$ cat src/rtl/pipe_hold_ctrl.sv
// pipe_hold_ctrl: central hold/flush scheduler for the 5-stage pipeline.
// Merges bus wait, interrupt entry, mret, EX redirect, divider busy and
// load-use hazard into a single prioritised hold_flag plus the PC redirect,
// and sequences interrupt entry (drain the pipe, redirect to the vector, ack).
// Optional build macro PIPE_HOLD_PERF_EN adds perf_stall_cnt/perf_flush_cnt.
module pipe_hold_ctrl #(
  parameter int                ADDR_W       = 32,
  parameter int                HOLD_W       = 3,
  parameter int                FLUSH_CYCLES = 1,
  parameter int                DRAIN_CYCLES = 3,
  parameter logic [ADDR_W-1:0] INT_VECTOR   = 32'h0000_0004
) (
  input  logic              clk,
  input  logic              rst,
  input  logic              bus_stall,
  input  logic              ex_jump_req,
  input  logic [ADDR_W-1:0] ex_jump_addr,
  input  logic              mret_req,
  input  logic              div_busy,
  input  logic              ld_use_hazard,
  input  logic              int_req,
  input  logic [ADDR_W-1:0] id_inst_addr,
  output logic [HOLD_W-1:0] hold_flag,
  output logic              jump_flag,
  output logic [ADDR_W-1:0] jump_addr,
  output logic              int_ack,
`ifdef PIPE_HOLD_PERF_EN
  output logic [31:0]       perf_stall_cnt,
  output logic [31:0]       perf_flush_cnt,
`endif
  output logic [ADDR_W-1:0] int_epc
);

  // Hold encodings, ordered by how much of the pipe they freeze.
  localparam logic [HOLD_W-1:0] HOLD_NONE = HOLD_W'(0);
  localparam logic [HOLD_W-1:0] HOLD_PC   = HOLD_W'(1);
  localparam logic [HOLD_W-1:0] HOLD_IF   = HOLD_W'(2);
  localparam logic [HOLD_W-1:0] HOLD_ID   = HOLD_W'(3);
  localparam logic [HOLD_W-1:0] HOLD_PPL  = HOLD_W'(4);

  // Counters are loaded with N-1 because the loading cycle itself is
  // already a held cycle.
  localparam logic [2:0] FLUSH_LOAD = 3'(FLUSH_CYCLES - 1);
  localparam logic [2:0] DRAIN_LOAD = 3'(DRAIN_CYCLES - 1);

  typedef enum logic [1:0] {
    ST_IDLE  = 2'd0,
    ST_DRAIN = 2'd1,
    ST_ENTER = 2'd2
  } int_state_t;

  int_state_t state;
  logic [2:0] flush_cnt;
  logic [2:0] drain_cnt;

  // Prioritised hold/redirect decode from inputs and registered state.
  always_comb begin
    hold_flag = HOLD_NONE;
    jump_flag = 1'b0;
    jump_addr = '0;
    int_ack   = 1'b0;
    if (rst) begin
      hold_flag = HOLD_PPL;
    end else if (bus_stall) begin
      hold_flag = HOLD_PPL;
    end else if (state == ST_ENTER) begin
      hold_flag = HOLD_ID;
      jump_flag = 1'b1;
      jump_addr = INT_VECTOR;
      int_ack   = 1'b1;
    end else if (state == ST_DRAIN) begin
      hold_flag = HOLD_ID;
    end else if (ex_jump_req) begin
      hold_flag = HOLD_ID;
      jump_flag = 1'b1;
      jump_addr = ex_jump_addr;
    end else if (mret_req) begin
      hold_flag = HOLD_ID;
      jump_flag = 1'b1;
      jump_addr = int_epc;
    end else if (flush_cnt != 3'd0) begin
      hold_flag = HOLD_ID;
    end else if (div_busy) begin
      hold_flag = HOLD_IF;
    end else if (ld_use_hazard) begin
      hold_flag = HOLD_PC;
    end
  end

  // Interrupt sequencer and flush/drain counters; all frozen while the bus stalls.
  always_ff @(posedge clk or posedge rst) begin
    if (rst) begin
      state     <= ST_IDLE;
      flush_cnt <= 3'd0;
      drain_cnt <= 3'd0;
      int_epc   <= '0;
    end else if (!bus_stall) begin
      case (state)
        ST_IDLE: begin
          if (ex_jump_req || mret_req) begin
            flush_cnt <= FLUSH_LOAD;
          end else if (flush_cnt != 3'd0) begin
            flush_cnt <= flush_cnt - 3'd1;
          end
          // A redirect in the same cycle defers the interrupt; the source holds its level.
          if (int_req && !ex_jump_req && !mret_req) begin
            state     <= ST_DRAIN;
            int_epc   <= id_inst_addr;
            drain_cnt <= DRAIN_LOAD;
          end
        end
        ST_DRAIN: begin
          if (flush_cnt != 3'd0) begin
            flush_cnt <= flush_cnt - 3'd1;
          end
          // A branch resolving mid-drain becomes the return point and restarts the drain.
          if (ex_jump_req) begin
            int_epc   <= ex_jump_addr;
            drain_cnt <= DRAIN_LOAD;
          end else if (drain_cnt == 3'd0) begin
            state <= ST_ENTER;
          end else begin
            drain_cnt <= drain_cnt - 3'd1;
          end
        end
        ST_ENTER: begin
          flush_cnt <= FLUSH_LOAD;
          state     <= ST_IDLE;
        end
        default: begin
          state <= ST_IDLE;
        end
      endcase
    end
  end

`ifdef PIPE_HOLD_PERF_EN
  // Performance counters: held cycles and redirect cycles, free-running wrap.
  always_ff @(posedge clk or posedge rst) begin
    if (rst) begin
      perf_stall_cnt <= 32'd0;
      perf_flush_cnt <= 32'd0;
    end else begin
      if (hold_flag != HOLD_NONE) begin
        perf_stall_cnt <= perf_stall_cnt + 32'd1;
      end
      if (jump_flag) begin
        perf_flush_cnt <= perf_flush_cnt + 32'd1;
      end
    end
  end
`endif

endmodule
$ cat config.mk
export PLATFORM = sky130hd
export DESIGN_NAME = pipe_hold_ctrl
export DESIGN_NICKNAME = d
export VERILOG_FILES = /design/src/rtl/pipe_hold_ctrl.sv
export SDC_FILE = /design/constraint.sdc
export NUM_CORES = 1
export LEC_CHECK = 0
export CAP_MARGIN = 0
export CORE_AREA = 5 5 87 89
export CTS_CLUSTER_SIZE = 30
export DETAILED_ROUTE_END_ITERATION = 10
export DIE_AREA = 0 0 92 94
export GPL_ROUTABILITY_DRIVEN = 0
export GPL_TIMING_DRIVEN = 0
export PLACE_DENSITY_LB_ADDON = 0.3
export SLEW_MARGIN = 0
export SYNTH_ARGS = -nofsm -noshare
export SYNTH_HDL_FRONTEND = slang
export SYNTH_SLANG_ARGS = --single-unit
$ cat constraint.sdc
create_clock -name clk -period 1.9 [get_ports clk]
set_input_delay 0.285 -clock clk [delete_from_list [all_inputs] [get_ports clk]]
set_output_delay 0.285 -clock clk [all_outputs]
set_load 0.05 [all_outputs]
==> results of run 1 <==
-- metrics by stage --
| stage | cells | hold slack (ps) | power [mW] | setup WS [ps] | TNS [ps] |
|---|---|---|---|---|---|
| CTS | 551 | 424 | 6.64 | -113 | -2880 |
| floorplan | 319 | 438 | 4.27 | -202 | -6260 |
| global placement | 537 | 459 | 5.54 | -997 | -49240 |
| detailed placement | 537 | 490 | 5.62 | -1020 | -38580 |
| global route | 557 | 449 | 7.22 | -170 | -8210 |
| finish | 557 | 444 | 6.86 | -136 | -5370 |
-- cell usage in the layout, fill, tap and decap left out, types with 7 or more instances in the layout --
cell / synthesis / routed
a21oi_1: 18 / 18
buf_4: 1 / 15
clkdlybuf4s50_1: 0 / 100
inv_1: 12 / 9
clkbuf_8: 0 / 7
nor2_4: 0 / 10
o21ai_0: 28 / 28
dfrtp_1: 40 / 39
a22oi_1: 16 / 16
mux2i_1: 33 / 33
buf_6: 1 / 34
nor2_2: 0 / 24
ha_1: 9 / 7
nor2_1: 59 / 25
nand2_1: 52 / 51
buf_8: 0 / 7
-- layout make-up --
class,instances,share of cell area
plain buffers,23,0.0463
clock inverters,1,0.00108
well taps,80,0.0216
flip-flops and latches,40,0.216
inverters,12,0.00970
repair buffers,151,0.335
multi-input cells,244,0.355
clock buffers,6,0.0156
-- power breakdown --
part           internal, mW  leakage (nW)  switching [mW]
sequential             1.24         0.502           0.307
clock                 0.250        0.0410           0.296
combinational          1.92          1.48            2.85
-- per-layer routing --
metal / part of all wire / wire [um]
met5: 0 / 0
met4: 0.013 / 129
met3: 0.073 / 703
met1: 0.40 / 3850
met2: 0.51 / 4890
-- path summary, 6_finish.rpt --
kind | startpoint | to | slack [ps] | depth (start not counted)
worst max-delay path | state[0]$_DFFE_PP0P_ | jump_addr[11] | -140 | 7
min in group asynchronous | rst | int_epc[23]$_DFFE_PP0P_ | 580 | 2
max in group asynchronous | rst | state[1]$_DFFE_PP0P_ | 720 | 2
worst max register to register | state[0]$_DFFE_PP0P_ | int_epc[17]$_DFFE_PP0P_ | -80 | 8
worst min register to register | drain_cnt[0]$_DFFE_PP0P_ | drain_cnt[0]$_DFFE_PP0P_ | 500 | 1
worst min-delay path | ex_jump_req | drain_cnt[0]$_DFFE_PP0P_ | 440 | 3
-- Yosys cell counts --
master	instances	area share
or4b_4	1	0.0052
mux2_2	1	0.0043
inv_1	12	0.017
nor2b_1	2	0.0048
a31oi_4	2	0.016
o21ai_1	6	0.011
a21oi_1	18	0.034
o21ai_0	28	0.053
a2111oi_0	1	0.0033
buf_4	1	0.0029
nor3_1	2	0.0038
or3_1	1	0.0024
clkbuf_2	2	0.0038
and4bb_2	1	0.0048
dfrtp_1	40	0.38
mux2i_1	33	0.13
buf_2	10	0.019
nand2b_1	1	0.0024
a41oi_1	2	0.0067
nor2_1	59	0.084
nand2_1	52	0.074
o21a_1	1	0.0029
xnor2_1	1	0.0033
a211oi_1	1	0.0029
nor3b_1	1	0.0029
nor2_8	1	0.0076
o22ai_1	1	0.0024
buf_6	1	0.0043
o22a_1	2	0.0067
and2_1	1	0.0024
clkbuf_1	9	0.013
a22oi_1	16	0.046
ha_1	9	0.043
-- what timing repair did --
action                     4_1_cts  5_1_grt
gates resized for setup        317       32
cloned                           1        0
setup buffers                    6        6
pin swaps                        6        5
hold endpoints to repair         0        0
setup endpoints to repair       60       73
-- flip-flops by register name, indices dropped and copies added (netlist names) --
signal and flops:
drain_cnt 3, flush_cnt 3, state 2, int_epc 32
-- tightest hold or removal path, stage by stage --
cell	delay (ps)
buf_4	170
or4b_4	170
o21ai_1	60
-- cell families (layout without fill, tap and decap cells) --
logic type,after synthesis,in the layout,synth area share
adders and majority gates,9,9,0.0430
and+or+nand+nor,122,122,0.195
DFF,40,40,0.382
xor gates and xnor gates,1,1,0.00334
buffers and inverters,35,193,0.0601
muxes,34,34,0.130
AOI/OAI and AO/OA,78,78,0.186
==> results.json, run 1 <==
{
  "wl_mm": 9.58,
  "synthCells": 319,
  "drtIter0Drc": 101,
  "skew_ps": 4.85,
  "grt_pass1_vias": 2945,
  "dieArea_um2": 8650,
  "critical_path_buf_inv_count": 3,
  "use_met3": 0.0689,
  "synth_warnings": 0,
  "grt_max_degree": 41,
  "layout-drive-gt1-share": 0.260,
  "max_slew_margin": 0.414,
  "worstSkewPairLatency_ps": 290,
  "violations": "negative setup slack",
  "use_met1": 0.252,
  "synth_cell_type_count": 33,
  "crit_family": "buffers and inverters",
  "cts.reportedPaths.clkPinSlew_ps": 70,
  "drtPass1Iterations": 4,
  "place_area_um2": 4110,
  "num_antenna_cells": 0,
  "holdBufCountCts": 0,
  "p_leak_nw": 2.02,
  "syn2layout_area_growth_pct": 77.2,
  "cp_data_arrival_time_ps": 1750,
  "max_cap_viol_count": 0,
  "ys_ff_latch": 40,
  "globalRoute.busiestLayer": "met2",
  "maxSlewViolCount": 0,
  "power.density_nw_per_um2": 1480,
  "setup_viol": 66,
  "core_region_area_um2": 6680,
  "dp.final_hpwl_mm": 6.69,
  "ant_nets": 0,
  "io_pins": 141,
  "crit_slowest_cell": "dfrtp_1",
  "syn_nets": 400,
  "cts_htree_levels": 2,
  "critPathMaxStageDelay_ps": 420,
  "multiInputGateArea_um2": 1650,
  "start_util": 0.392,
  "vias_per_cell": 5.26,
  "die_h_um": 94,
  "fin_crit_ps": 2040,
  "root_buffer": "clkbuf_8",
  "fin_area_um2": 4640,
  "cts_sinks": 40,
  "fmaxAchievable_ghz": 0.491,
  "worst_ir_drop_vdd_mv": 0.758,
  "cts_made_buffers": 5,
  "cp-start-kind": "flop",
  "ff_latch_area_um2": 1000,
  "fp.dieW_um": 92,
  "nFillCells": 541,
  "final_hold_viol_count": 0,
  "worst-path-max-fanout": 10,
  "grt_setup_unrepaired": "yes",
  "worst-setup-path-type": "reg2out",
  "cts_tree": "yes",
  "required_ps": 1620,
  "num_vias": 2930,
  "ys_seq_area_frac": 0.382,
  "status": "complete, but fails checks",
  "hold_path_class": "in2reg",
  "grt-ovfl-total": 0,
  "syn-cell-area_um2": 2620,
  "portBuffers": 138,
  "crit_chain": "buf_6, ha_4, nor2_4, nand2_4, buf_8, nor2_1, buf_6",
  "min_period_over_period": 1.07,
  "wl_per_cell_um": 17.2,
  "antenna_found_initial": 0,
  "cp_common_cell": "buf_6",
  "clk_path_buf_depth": 2,
  "syn_avg_cell_area_um2": 8.22,
  "end_kind": "output port",
  "rows": 30,
  "track_usage": 0.210,
  "nets": 558,
  "worstMarginPinSlew_ps": 878,
  "fin_ws_ps": -136,
  "grtUsageMet2": 0.365,
  "grt_pass1_wl_mm": 14.6,
  "remaining_drc_errors": 0,
  "final_core_util": 0.695
}
Note: power is estimated with default switching activity, not from simulation.
==> inputs of run 2 (changes only) <==
Settings changed: CORE_AREA 5 5 87 89 to 5 5 93 95, DIE_AREA 0 0 92 94 to 0 0 98 100.
==> results.json, run 2 (synthesis gave the netlist of run 1 again) <==
{
  "status": "complete, but fails checks",
  "violations": "negative setup slack",
  "worst-setup-path-type": "reg2out",
  "cp_common_cell": "buf_6",
  "dieArea_um2": 9800,
  "grt_pass1_vias": 3015,
  "worstMarginPinSlew_ps": 874,
  "multiInputGateArea_um2": 1650,
  "ff_latch_area_um2": 1000,
  "worstSetupEndpoint": "jump_addr[12]",
  "hold_path_class": "in2reg",
  "holdBufCountCts": 0,
  "final_core_util": 0.616,
  "cts_htree_levels": 2,
  "crit_slowest_cell": "dfrtp_1",
  "root_buffer": "clkbuf_8",
  "wl_mm": 9.55,
  "nFillCells": 649,
  "power.density_nw_per_um2": 1490,
  "critical_path_buf_inv_count": 3,
  "clk_path_buf_depth": 2,
  "max_slew_margin": 0.417,
  "r2r_slack_ps": -40,
  "grt-ovfl-total": 0,
  "critPathMaxStageDelay_ps": 420,
  "layout_common_cells": "clkdlybuf4s50_1 (100), nand2_1 (51), dfrtp_1 (39), buf_6 (33), mux2i_1 (33)",
  "top_register": "int_epc",
  "required_ps": 1620,
  "top_regs": "int_epc: 32 flops, drain_cnt: 3 flops, flush_cnt: 3 flops",
  "fmaxAchievable_ghz": 0.489,
  "worst_ir_drop_vdd_mv": 1.00,
  "r2r_start": "state[0]$_DFFE_PP0P_",
  "setup_tns_ps": -4190,
  "final_common_cell": "clkdlybuf4s50_1",
  "antenna_found_initial": 0,
  "cts_tree": "yes",
  "end_kind": "output port",
  "hold_slack_ps": 420,
  "fin_crit_ps": 2040,
  "worst-path-max-fanout": 10,
  "setup_viol": 66,
  "grt_max_degree": 41,
  "wl_per_cell_um": 16.5,
  "num_vias": 2872,
  "cp-start-kind": "flop",
  "fp.dieW_um": 98,
  "io_pins": 141,
  "grt_pass1_wl_mm": 15.2,
  "crit_chain": "buf_6, ha_4, nor2_4, nand2_4, clkbuf_16, nor2_2, buf_6",
  "cts.reportedPaths.clkPinSlew_ps": 80,
  "nets": 556,
  "skew_ps": 5.29,
  "cts_made_buffers": 5,
  "track_usage": 0.189,
  "pre_cts_ws_ps": -1060,
  "num_antenna_cells": 0,
  "rr_worst_depth": 7,
  "cts_sinks": 40,
  "cp_data_arrival_time_ps": 1760,
  "core_region_area_um2": 7650,
  "worstSkewPairLatency_ps": 290,
  "syn2layout_area_growth_pct": 79.6,
  "max_cap_viol_count": 0,
  "crit_cells": 7,
  "die_h_um": 100,
  "min_period_over_period": 1.08,
  "p_total_mw": 7.03,
  "r2r-end": "int_epc[5]$_DFFE_PP0P_",
  "crit_family": "buffers and inverters",
  "drtIter0Drc": 112,
  "drtPass1Iterations": 4,
  "dp.final_hpwl_mm": 6.88,
  "final_hold_viol_count": 0,
  "layout-drive-gt1-share": 0.263,
  "startpoint": "state[0]$_DFFE_PP0P_",
  "start_util": 0.343,
  "maxSlewViolCount": 0,
  "portBuffers": 138,
  "remaining_drc_errors": 0,
  "fin_ws_ps": -144,
  "p_leak_nw": 2.03,
  "min-delay-start": "ex_jump_req",
  "ant_nets": 0,
  "largest_register_ffs": 32,
  "vias_per_cell": 4.97,
  "grt_setup_unrepaired": "yes",
  "rows": 32
}
-- run 2: changes by cell type in the layout (fill, tap and decap cells not counted), sizes merged --
| cell | change |
|---|---|
| clkdlybuf4s18 | -1 |
| clkdlybuf4s15 | +1 |
| clkbuf | +1 |
| bufinv | +1 |
| buf | -3 |
-- run 2: report_power, final --
group	switching [mW]	internal [mW]	leakage, nW
combinational	2.82	1.91	1.47
clock	0.325	0.430	0.0614
sequential	0.311	1.24	0.502
total	3.46	3.57	2.03
-- run 2: what timing repair did --
action / CTS / global route
endpoints found under the setup margin: 61 / 72
resized for setup: 306 / 40
pin swaps: 2 / 4
buffers inserted: 6 / 5
-- run 2: through the flow --
stage	instances	instance area [um^2]
2_1_floorplan	319	2620
3_3_place_gp	559	4130
3_5_place_dp	559	4130
4_1_cts	573	4540
5_1_grt	578	4710
6_report	578	4710
-- run 2: routing by layer --
layer,track usage,up-vias,share of wire,wire length (um)
li1,-,1392,-,-
met1,0.226,1377,0.42,4020
met2,0.328,97,0.49,4660
met3,0.0744,6,0.084,806
met4,0.0330,0,0.0060,57
met5,0,-,0,0
-- run 2: final cells by class --
class                           instances  area share
Tap cell                              102      0.0271
Sequential cell                        40       0.213
Clock buffer                            6      0.0175
Inverter                               12      0.0101
Buffer                                 23      0.0478
Clock inverter                          2     0.00824
Multi-Input combinational cell        244       0.349
Timing Repair Buffer                  149       0.327
-- run 2: worst min-delay path, delay by kind of cell --
kind / cells / cell delay, ps
and+or+nand+nor: 1 / 170
buffers and inverters: 1 / 170
AOI/OAI and AO/OA: 1 / 50
-- run 2: worst min path at each step --
stage | slack [ps] | endpoint | cells after the start
after floorplan | 440 | drain_cnt[0]$_DFFE_PP0P_ | 1
after CTS | 400 | drain_cnt[0]$_DFFE_PP0P_ | 3
after global routing | 420 | drain_cnt[0]$_DFFE_PP0P_ | 3
after detailed placement | 460 | drain_cnt[0]$_DFFE_PP0P_ | 1
after global placement | 460 | drain_cnt[0]$_DFFE_PP0P_ | 1
final | 420 | drain_cnt[0]$_DFFE_PP0P_ | 3
